[src/rtl/instr_fetch_queue_pkg.sv]
// Shared fetch-path constants and the {pc, instr} fetch word layout.
// Also consumed by the fetch controller (RESET_PC, ECALL_VECTOR).
package instr_fetch_queue_pkg;

    localparam int FETCH_WORD_W = 64;
    localparam int PC_W         = 32;
    localparam int INSTR_W      = 32;

    localparam int PC_MSB    = 63;
    localparam int PC_LSB    = 32;
    localparam int INSTR_MSB = 31;
    localparam int INSTR_LSB = 0;

    localparam logic [PC_W-1:0] RESET_PC     = 32'd0;
    localparam logic [PC_W-1:0] ECALL_VECTOR = 32'd200;

    typedef struct packed {
        logic [PC_W-1:0]    pc;
        logic [INSTR_W-1:0] instr;
    } fetch_word_t;

    function automatic fetch_word_t unpack_fetch_word(input logic [FETCH_WORD_W-1:0] raw);
        fetch_word_t w;
        w.pc    = raw[PC_MSB:PC_LSB];
        w.instr = raw[INSTR_MSB:INSTR_LSB];
        return w;
    endfunction

endpackage

[src/rtl/instr_fetch_queue_sync_fifo_ram.sv]
// Purpose: DEPTH x WIDTH register array, one write port, one combinational read port.
// Latency: write visible on the read port the cycle after the write edge.
// Backpressure: none; the owner gates wr_en.
module sync_fifo_ram #(
    parameter int DEPTH = 8,
    parameter int WIDTH = 64,
    localparam int AW   = $clog2(DEPTH)
) (
    input  logic             clk,
    input  logic             wr_en,
    input  logic [AW-1:0]    wr_addr,
    input  logic [WIDTH-1:0] wr_data,
    input  logic [AW-1:0]    rd_addr,
    output logic [WIDTH-1:0] rd_data
);

    logic [WIDTH-1:0] mem [DEPTH];

    // Contents are deliberately not reset; occupancy lives in the owner.
    always_ff @(posedge clk) begin
        if (wr_en) begin
            mem[wr_addr] <= wr_data;
        end
    end

    assign rd_data = mem[rd_addr];

endmodule

[src/rtl/instr_fetch_queue.sv]
// Purpose: in-order {pc, instr} buffer between the I-cache fetch controller and issue.
// Latency: 1 cycle push-to-head, first-word-fall-through head, no empty bypass.
// Backpressure: stop_fetch at DEPTH-AFULL_MARGIN; pushes while full without a pop are dropped and flag overflow.
module instr_fetch_queue
    import instr_fetch_queue_pkg::*;
#(
    parameter int DEPTH        = 8,
    parameter int AFULL_MARGIN = 2,
    localparam int CW          = $clog2(DEPTH) + 1
) (
    input  logic                    clk,
    input  logic                    rst,
    input  logic                    fetch_valid,
    input  logic [FETCH_WORD_W-1:0] fetch_instr_pc,
    input  logic                    flush,
    input  logic                    deq_ready,
    output logic                    deq_valid,
    output logic [PC_W-1:0]         deq_pc,
    output logic [INSTR_W-1:0]      deq_instr,
    output logic [CW-1:0]           count,
    output logic                    full,
    output logic                    stop_fetch,
    output logic                    overflow
);

    localparam int AW = $clog2(DEPTH);
    localparam logic [CW-1:0] FULL_COUNT  = CW'(DEPTH);
    localparam logic [CW-1:0] AFULL_LEVEL = CW'(DEPTH - AFULL_MARGIN);

    logic [AW-1:0]           wr_ptr;
    logic [AW-1:0]           rd_ptr;
    logic [CW-1:0]           count_q;
    logic                    overflow_q;
    logic                    push;
    logic                    pop;
    logic                    drop;
    logic [FETCH_WORD_W-1:0] head_raw;
    fetch_word_t             head_word;

    assign deq_valid  = (count_q != '0);
    assign full       = (count_q == FULL_COUNT);
    assign stop_fetch = (count_q >= AFULL_LEVEL);
    assign count      = count_q;
    assign overflow   = overflow_q;

    // A pop frees the slot in the same cycle, so a full queue still accepts a beat.
    assign pop  = deq_ready & deq_valid;
    assign push = fetch_valid & ~flush & (~full | pop);
    assign drop = fetch_valid & ~flush & full & ~pop;

    always_ff @(posedge clk) begin
        if (rst) begin
            wr_ptr     <= '0;
            rd_ptr     <= '0;
            count_q    <= '0;
            overflow_q <= 1'b0;
        end else if (flush) begin
            rd_ptr  <= wr_ptr;
            count_q <= '0;
        end else begin
            if (push) begin
                wr_ptr <= wr_ptr + AW'(1);
            end
            if (pop) begin
                rd_ptr <= rd_ptr + AW'(1);
            end
            if (push && !pop) begin
                count_q <= count_q + CW'(1);
            end else if (pop && !push) begin
                count_q <= count_q - CW'(1);
            end
            if (drop) begin
                overflow_q <= 1'b1;
            end
        end
    end

    sync_fifo_ram #(
        .DEPTH (DEPTH),
        .WIDTH (FETCH_WORD_W)
    ) u_ram (
        .clk     (clk),
        .wr_en   (push),
        .wr_addr (wr_ptr),
        .wr_data (fetch_instr_pc),
        .rd_addr (rd_ptr),
        .rd_data (head_raw)
    );

    assign head_word = unpack_fetch_word(head_raw);

    // Stale array contents must not leak out while empty.
    assign deq_pc    = deq_valid ? head_word.pc    : '0;
    assign deq_instr = deq_valid ? head_word.instr : '0;

endmodule

[config.mk]
export PLATFORM = sky130hd
export DESIGN_NAME = instr_fetch_queue
export DESIGN_NICKNAME = d
export VERILOG_FILES = /design/src/rtl/instr_fetch_queue_pkg.sv /design/src/rtl/instr_fetch_queue_sync_fifo_ram.sv /design/src/rtl/instr_fetch_queue.sv
export SDC_FILE = /design/constraint.sdc
export NUM_CORES = 1
export LEC_CHECK = 0
export BUFFER_PORTS_ARGS = -buffer_cell sky130_fd_sc_hd__buf_2
export CORE_ASPECT_RATIO = 0.7
export CORE_MARGIN = 3
export CORE_UTILIZATION = 25
export CTS_CLUSTER_DIAMETER = 80
export DETAILED_ROUTE_END_ITERATION = 16
export GPL_TIMING_DRIVEN = 0
export SYNTH_ARGS = -nofsm -noshare
export SYNTH_HDL_FRONTEND = slang
export SYNTH_SLANG_ARGS = --single-unit
[constraint.sdc]
create_clock -name clk -period 7.7 [get_ports clk]
set_input_delay 0.385 -clock clk [delete_from_list [all_inputs] [get_ports clk]]
set_output_delay 0.385 -clock clk [all_outputs]
set_load 0.1 [all_outputs]
==> impl_results.md, run 1 <==
* Status: finished, final reports clean
* Worst R2R End: u_ram.mem[1][4]
* WP data required at around 7.3 ns
* Die Y-Extent at 243.5 um
* Fmax at between 200 and 300 MHz
* Avg Synthesized Cell Area at 22.45 um^2
* Die width at 345.2 um
* CTS Hold Buffers Added at 0
* Final WL at 46960 um
* Net count after synthesis at 972
* Clk_lat worst skew at roughly 0.59 ns
* RePlAce Congestion at between 0.7 and 0.8
* Worst Hold Class: primary input to flop
* Post-CTS sizing at 0
* Io pins at ~140
* DRC Markers at 0
* Post-route ant nets at 0
* Syn Inst Count at approximately 900
* Worst-Margin Slew at about 1.2 ns
* Hold Path Cell Cnt at 1
* Final Cycle Share at 48.51%
* Layout net count at approximately 1.2k
* CTS H-tree lvls at 2
* # setup viols final at 0
* Global route overflow at 0
* CTS Sinks at around 530
* Total GRT Usage at around 11%
* RR Startpoint: count[0]
* Die area at 84050 um^2
* Antenna violations before repair at 14
* Fill count at 7665
* Max Slew Vio Count at 0
* Crit path launch type: flop
* Final total power at 6778 uW
* P_leak at between 0.007 and 0.008 uW
* CP Data Arrival Time at roughly 3.4 ns
* Clock skew at approximately 0.017 ns
* Routed vias at 9552
* Starting density of the core at roughly 25%
* Post-Synthesis Cell Area at a little over 20000 um^2
* Post-CTS Setup Repair Bufs at 0
* FF+latch area at roughly 16000 um^2
* RSZ-0062 raised after global routing: no
* Placed cells at between 2k and 2.5k
* #FFs+latches synth at between 500 and 600
* Pin count of the biggest net entering global routing at 23
* CP Max Fanout at 10
* Reg2Reg Depth at 8
* Fin crit period at around 3.7 ns
* Vias in the first global route at around 10k
* Setup_tns at 0 ns
* Area of the multi-input gates at 4294 um^2
* Setup CP Type: flop to output port
* Initial DRC Count at 648
* Vias per cell at 4.259
* Synth warn at 0
* Core area at ~80000 um^2
* R2r setup slk at 4.69 ns
* Register clock-pin slew on the reported worst setup and hold paths at 0.06 ns
* Seq/Total Area, Yosys at between 70% and 80%
* Wire per inst at ~21 um
* Final number of hold-violating endpoints at 0
* Share of post-route cells with drive strength above 1 at 36.64%
* Maximum clock insertion buffer count at 3
* Cell variety after synth at 34
* DP HPWL at 31530 um
* Worst Min Path Start: fetch_instr_pc[29]
* Num rows at 86
* Maxcap violations at 0
* Root Buffer: clkbuf_16
* Hold EP: u_ram.mem[0][29]
* IO buf count at 140
* CTS tree: built
* Crit path capture type: output port
* Cts bufs inserted at 54
* Max VDD drop at around 0.15 mV
* Pwr/cell area at roughly 280 nW/um^2
* First-pass GRT wire length at about 69000 um
* Worst slew margin at between 10% and 20%
* Synth-to-layout area growth at 22.39%
* 1st-pass router iterations at 5
* Post-Layout Cell Count at 2243
[registers in the layout, indices dropped and copies added, names as in the netlist, named ones only]
register,cells
wr_ptr,3
rd_ptr,3
overflow,1
count,4
u_ram.mem,512
[kinds of logic after synthesis]
kind of cell             count (synthesis)  synth area share, %
multiplexers                           197                17.75
XOR/XNOR                                 6               0.2609
flip-flops                             526                77.74
adder cells (fa/ha/maj)                  6               0.4101
AND/OR/NAND/NOR                         96                1.976
AO/OA/AOI/OAI                           14               0.5779
buffers and inverters                   52                1.286
[area by class of cell]
class / count / share of cell area, %
Buffer: 47 / 0.9747
Multi-Input combinational cell: 319 / 17.42
Clock inverter: 35 / 1.416
Timing Repair Buffer: 182 / 5.371
Clock buffer: 65 / 5.777
Inverter: 5 / 0.07615
Tap cell: 1056 / 5.361
Antenna cell: 8 / 0.08123
Sequential cell: 526 / 63.52
[report_power, final]
group	switching (uW)	internal [uW]	total (uW)
Clock	1080	1490	2570
Combinational	784	234	1020
Sequential	11.9	3180	3190
[Yosys cell counts]
library cell	instances	share of area, %
edfxtp_1	512	76
mux4_2	128	14
nor2_1	78	1.5
mux2i_1	68	3.4
buf_1	15	0.28
dfxtp_1	14	1.4
buf_4	13	0.48
buf_2	12	0.30
clkbuf_1	7	0.13
ha_1	5	0.31
nor3_1	5	0.12
a21oi_1	4	0.099
inv_1	4	0.075
nand3_1	4	0.099
xnor2_1	4	0.17
nor4_1	3	0.093
nand2_1	2	0.037
o21ai_1	2	0.050
xor2_1	2	0.087
a2111oi_0	1	0.043
a211o_1	1	0.043
a21o_1	1	0.037
a31o_1	1	0.043
fa_1	1	0.099
inv_2	1	0.019
mux2_2	1	0.056
nand2b_1	1	0.031
nor2b_1	1	0.031
nor3b_1	1	0.037
o211ai_2	1	0.062
o21a_1	1	0.037
o21ai_4	1	0.081
o41ai_2	1	0.081
or4b_4	1	0.068
[how the worst max path moves through the flow]
stage | slack [ns] | end | cells past startpoint | startpoint
after floorplan | 1.17 | u_ram.mem[5][0] | 3 | count[0]
after global placement | -3.60 | u_ram.mem[1][7] | 4 | fetch_valid
after detailed placement | 4.48 | deq_pc[15] | 5 | count[0]
after CTS | 3.83 | deq_pc[15] | 5 | count[0]
after global routing | 3.70 | deq_pc[15] | 5 | count[1]
final | 3.96 | deq_pc[15] | 5 | count[0]
[per-layer routing]
layer | global-route usage (%) | vias up | share of wire (%) | wire length, um
met5 | 0 | - | 0.11 | 50
met1 | 14.89 | 5045 | 45 | 21020
li1 | - | 4212 | - | -
met3 | 3.021 | 65 | 6.3 | 2961
met4 | 2.583 | 8 | 1.7 | 792
met2 | 17.90 | 222 | 47 | 22140
[critical path, cell delays in order, from the launching register on]
cell and delay [ns]:
dfxtp_1 0.40, nor4_1 0.43, clkbuf_1 0.96, buf_2 0.46, nor2_1 0.18, buf_2 0.33
[metrics by stage]
| step | area (um^2) | util [%] | hold slack (ns) | setup WS, ns |
|---|---|---|---|---|
| finish | 24650 | 31.12 | 0.05764 | 3.965 |
| global route | 24630 | 31.10 | 0.02505 | 3.695 |
| CTS | 24630 | 31.10 | 0.01054 | 3.834 |
| detailed placement | 22850 | 28.86 | 0.4763 | 4.481 |
| global placement | 22170 | 28.00 | 0.4589 | -3.600 |
| floorplan | 20150 | - | 0.4839 | 1.173 |
[placed cells by master, fill, tap and decap left out, types with 2 or more instances in the layout]
master | synthesis | routed
edfxtp_1 | 512 | 512
buf_2 | 12 | 152
mux4_2 | 128 | 128
nor2_1 | 78 | 74
mux2i_1 | 68 | 68
clkbuf_16 | 0 | 55
buf_6 | 0 | 26
clkbuf_1 | 7 | 16
buf_1 | 15 | 15
dfxtp_1 | 14 | 14
buf_4 | 13 | 13
clkinv_2 | 0 | 9
diode_2 | 0 | 8
clkinv_1 | 0 | 8
buf_12 | 0 | 8
ha_1 | 5 | 5
bufinv_16 | 0 | 5
clkinv_4 | 0 | 5
inv_1 | 4 | 4
nand3_1 | 4 | 4
nor2_4 | 0 | 4
xnor2_1 | 4 | 4
a21oi_1 | 4 | 4
clkinvlp_4 | 0 | 4
buf_16 | 0 | 4
buf_8 | 0 | 4
nor3_1 | 5 | 3
o21ai_1 | 2 | 2
nand2_1 | 2 | 2
nor3_2 | 0 | 2
nor4_4 | 0 | 2
xor2_1 | 2 | 2
clkinv_8 | 0 | 2
inv_6 | 0 | 2
Note: power is estimated with default switching activity, not from simulation.
==> run 2: changes to the inputs <==
Clock period 7.7 ns to 3.2 ns, I/O delays scaled along.
==> impl_results.md, run 2 (synthesis gave the netlist of run 1 again) <==
* CP max stage cell: nor2_1
* Vias in the first global route at 10.53k (+3.6%)
* Critical Path End: deq_instr[31]
* Final setup margin at 0.2333 ns (-3.732 ns)
* CP Data Arrival Time at 2.81 ns (-0.54 ns)
* RSZ-0062 raised after global routing: no
* Wire per inst at 20.53 um (-2.0%)
* Register clock-pin slew on the reported worst setup and hold paths at 0.06 ns (about the same)
* Clock skew at 0.01195 ns (-0.005164 ns)
* Crit path capture type: output port
* Most used cell, CP: buf_2
* Maxcap violations at 0 (unchanged)
* DP HPWL at 31160 um (-1.1%)
* Crit path launch type: flop
* Synth-to-layout area growth at 25.26%
* IO buf count at 140 (unchanged)
* Num rows at 86 (unchanged)
* Initial DRC Count at 900 (+39%)
* Die Y-Extent at 243.5 um (unchanged)
* Max VDD drop at 0.3864 mV (+150%)
* RR Startpoint: count[2]
* Core area at 79200 um^2 (unchanged)
* First-pass GRT wire length at 70510 um (+2.1%)
* 1st-pass router iterations at 5 (unchanged)
* Status: finished, final reports clean
* Fill count at 7605 (-0.78%)
* Post-route ant nets at 0 (unchanged)
* Io pins at 141 (unchanged)
* Commonest cells after routing, fill and taps aside: edfxtp_1 (512), buf_2 (160), mux4_2 (128)
* WP data required at 3.04 ns (-4.28 ns)
* CTS tree: built
* Setup WS pre-CTS at 0.2658 ns (-4.215 ns)
* DRC Markers at 0 (unchanged)
* Share of post-route cells with drive strength above 1 at 35.80% (-0.84 points)
* CTS H-tree lvls at 2 (unchanged)
* Worst slew margin at 33.48% (+16 points)
* Clk_lat worst skew at 0.57 ns (-0.02 ns)
* CP Max Fanout at 10 (unchanged)
* Vias per cell at 4.270 (+0.27%)
* Worst path max stage delay at 0.42 ns (-0.54 ns)
* Reg2Reg Depth at 10 (+2)
* Die area at 84050 um^2 (unchanged)
* Total GRT Usage at 11.18% (+0.11 points)
* Setup CP Type: flop to output port
* # setup viols final at 0 (unchanged)
* Global route overflow at 0 (unchanged)
* Maximum clock insertion buffer count at 3 (unchanged)
* Max Slew Vio Count at 0 (unchanged)
* Family with the most delay on the worst path: buffers and inverters
* Max reg flops at 512 (unchanged)
* Most common cell after layout, fill and taps aside: edfxtp_1
* Worst-Margin Slew at 0.9904 ns (-0.2540 ns)
* Cts bufs inserted at 53 (-1.9%)
* Root Buffer: clkbuf_16
* RePlAce Congestion at 0.6983 (-2.0%)
* P_leak at 0.008104 uW (+3.2%)
* Starting density of the core at 25.43% (unchanged)
* CP Buf/Inv Count at 3 (unchanged)
* Worst Hold Class: primary input to flop
* Pwr/cell area at 630.6 nW/um^2 (+130%)
* CTS Sinks at 526 (unchanged)
* Worst R2R End: count[3]
* Final Cycle Share at 92.71%
* Setup_tns at 0 ns (unchanged)
* Reg with most FFs: u_ram.mem
* Levels on crit path at 6 (+1)
* Antenna violations before repair at 9 (-5)
* R2r setup slk at 0.38 ns (-4.31 ns)
* Cell Chain, Critical Path: buf_2, buf_2, mux4_2, mux2i_1, nor2_1, buf_4
* Final WL at 47030 um (+0.15%)
* Fmax at about 340 MHz
* Pin count of the biggest net entering global routing at 25 (+8.7%)
* Layout net count at 1266 (+4.6%)
* Fin crit period at ~3 ns
* Die width at 345.2 um (unchanged)
* Routed vias at 9783 (+2.4%)
* Final number of hold-violating endpoints at 0 (unchanged)
-- run 2: power by group --
group	leakage (uW)	switching, uW	internal (uW)
logic	0.00259	1890	626
registers	0.00474	28.5	7650
clock network	0.000777	2500	3210
-- run 2: final cells by class --
cell class	instances	area [um^2]	share of cell area, %
repair buffers	239	1999	7.926
clock inverters	28	216.5	0.8581
well taps	1056	1321	5.238
diodes	6	15.01	0.05952
clock buffers	65	1371	5.436
multi-input cells	319	4329	17.16
inverters	5	18.77	0.07440
flip-flops and latches	526	15670	62.12
plain buffers	47	284.0	1.126
-- run 2: worst min-delay path by stage --
stage / slack [ns] / startpoint / endpoint / cells past startpoint
5_1_grt: 0.05 / flush / overflow / 4
6_report: 0.06 / flush / overflow / 4
2_1_floorplan: 0.26 / fetch_instr_pc[0] / u_ram.mem[0][0] / 0
3_5_place_dp: 0.43 / fetch_instr_pc[13] / u_ram.mem[4][13] / 1
3_3_place_gp: 0.42 / fetch_instr_pc[6] / u_ram.mem[0][6] / 1
4_1_cts: 0.01 / flush / overflow / 4
-- run 2: worst min-delay path, cell delays in order --
cell and delay [ns]:
buf_2 0.09, nor2b_1 0.12, a21oi_1 0.17, nor2_1 0.05
-- run 2: metrics by stage --
stage	std cells	util [%]	hold WS [ns]	total power (uW)	instance area (um^2)
global route	2288	31.84	0.05195	16540	25220
global placement	2093	28.11	0.4216	10270	22260
finish	2291	31.85	0.06499	15910	25230
detailed placement	2127	28.95	0.4278	10310	22930
floorplan	897	-	0.2589	9693	20240
CTS	2285	31.83	0.01073	16150	25200
-- run 2: routing by layer --
| layer | share of wire, % | vias to the layer above | global-route usage, % |
|---|---|---|---|
| met5 | 0.015 | - | 0 |
| met4 | 1.6 | 2 | 2.345 |
| met3 | 5.5 | 64 | 2.639 |
| met2 | 48 | 224 | 18.25 |
| met1 | 45 | 5159 | 15.26 |
| li1 | - | 4334 | - |
-- run 2: repair_timing --
item,in CTS,in global routing
cloned,0,0
resized for setup,18,7
endpoints found under the setup margin,44,11
hold endpoints to repair,513,0
buffers inserted,0,0
hold buffers,65,0
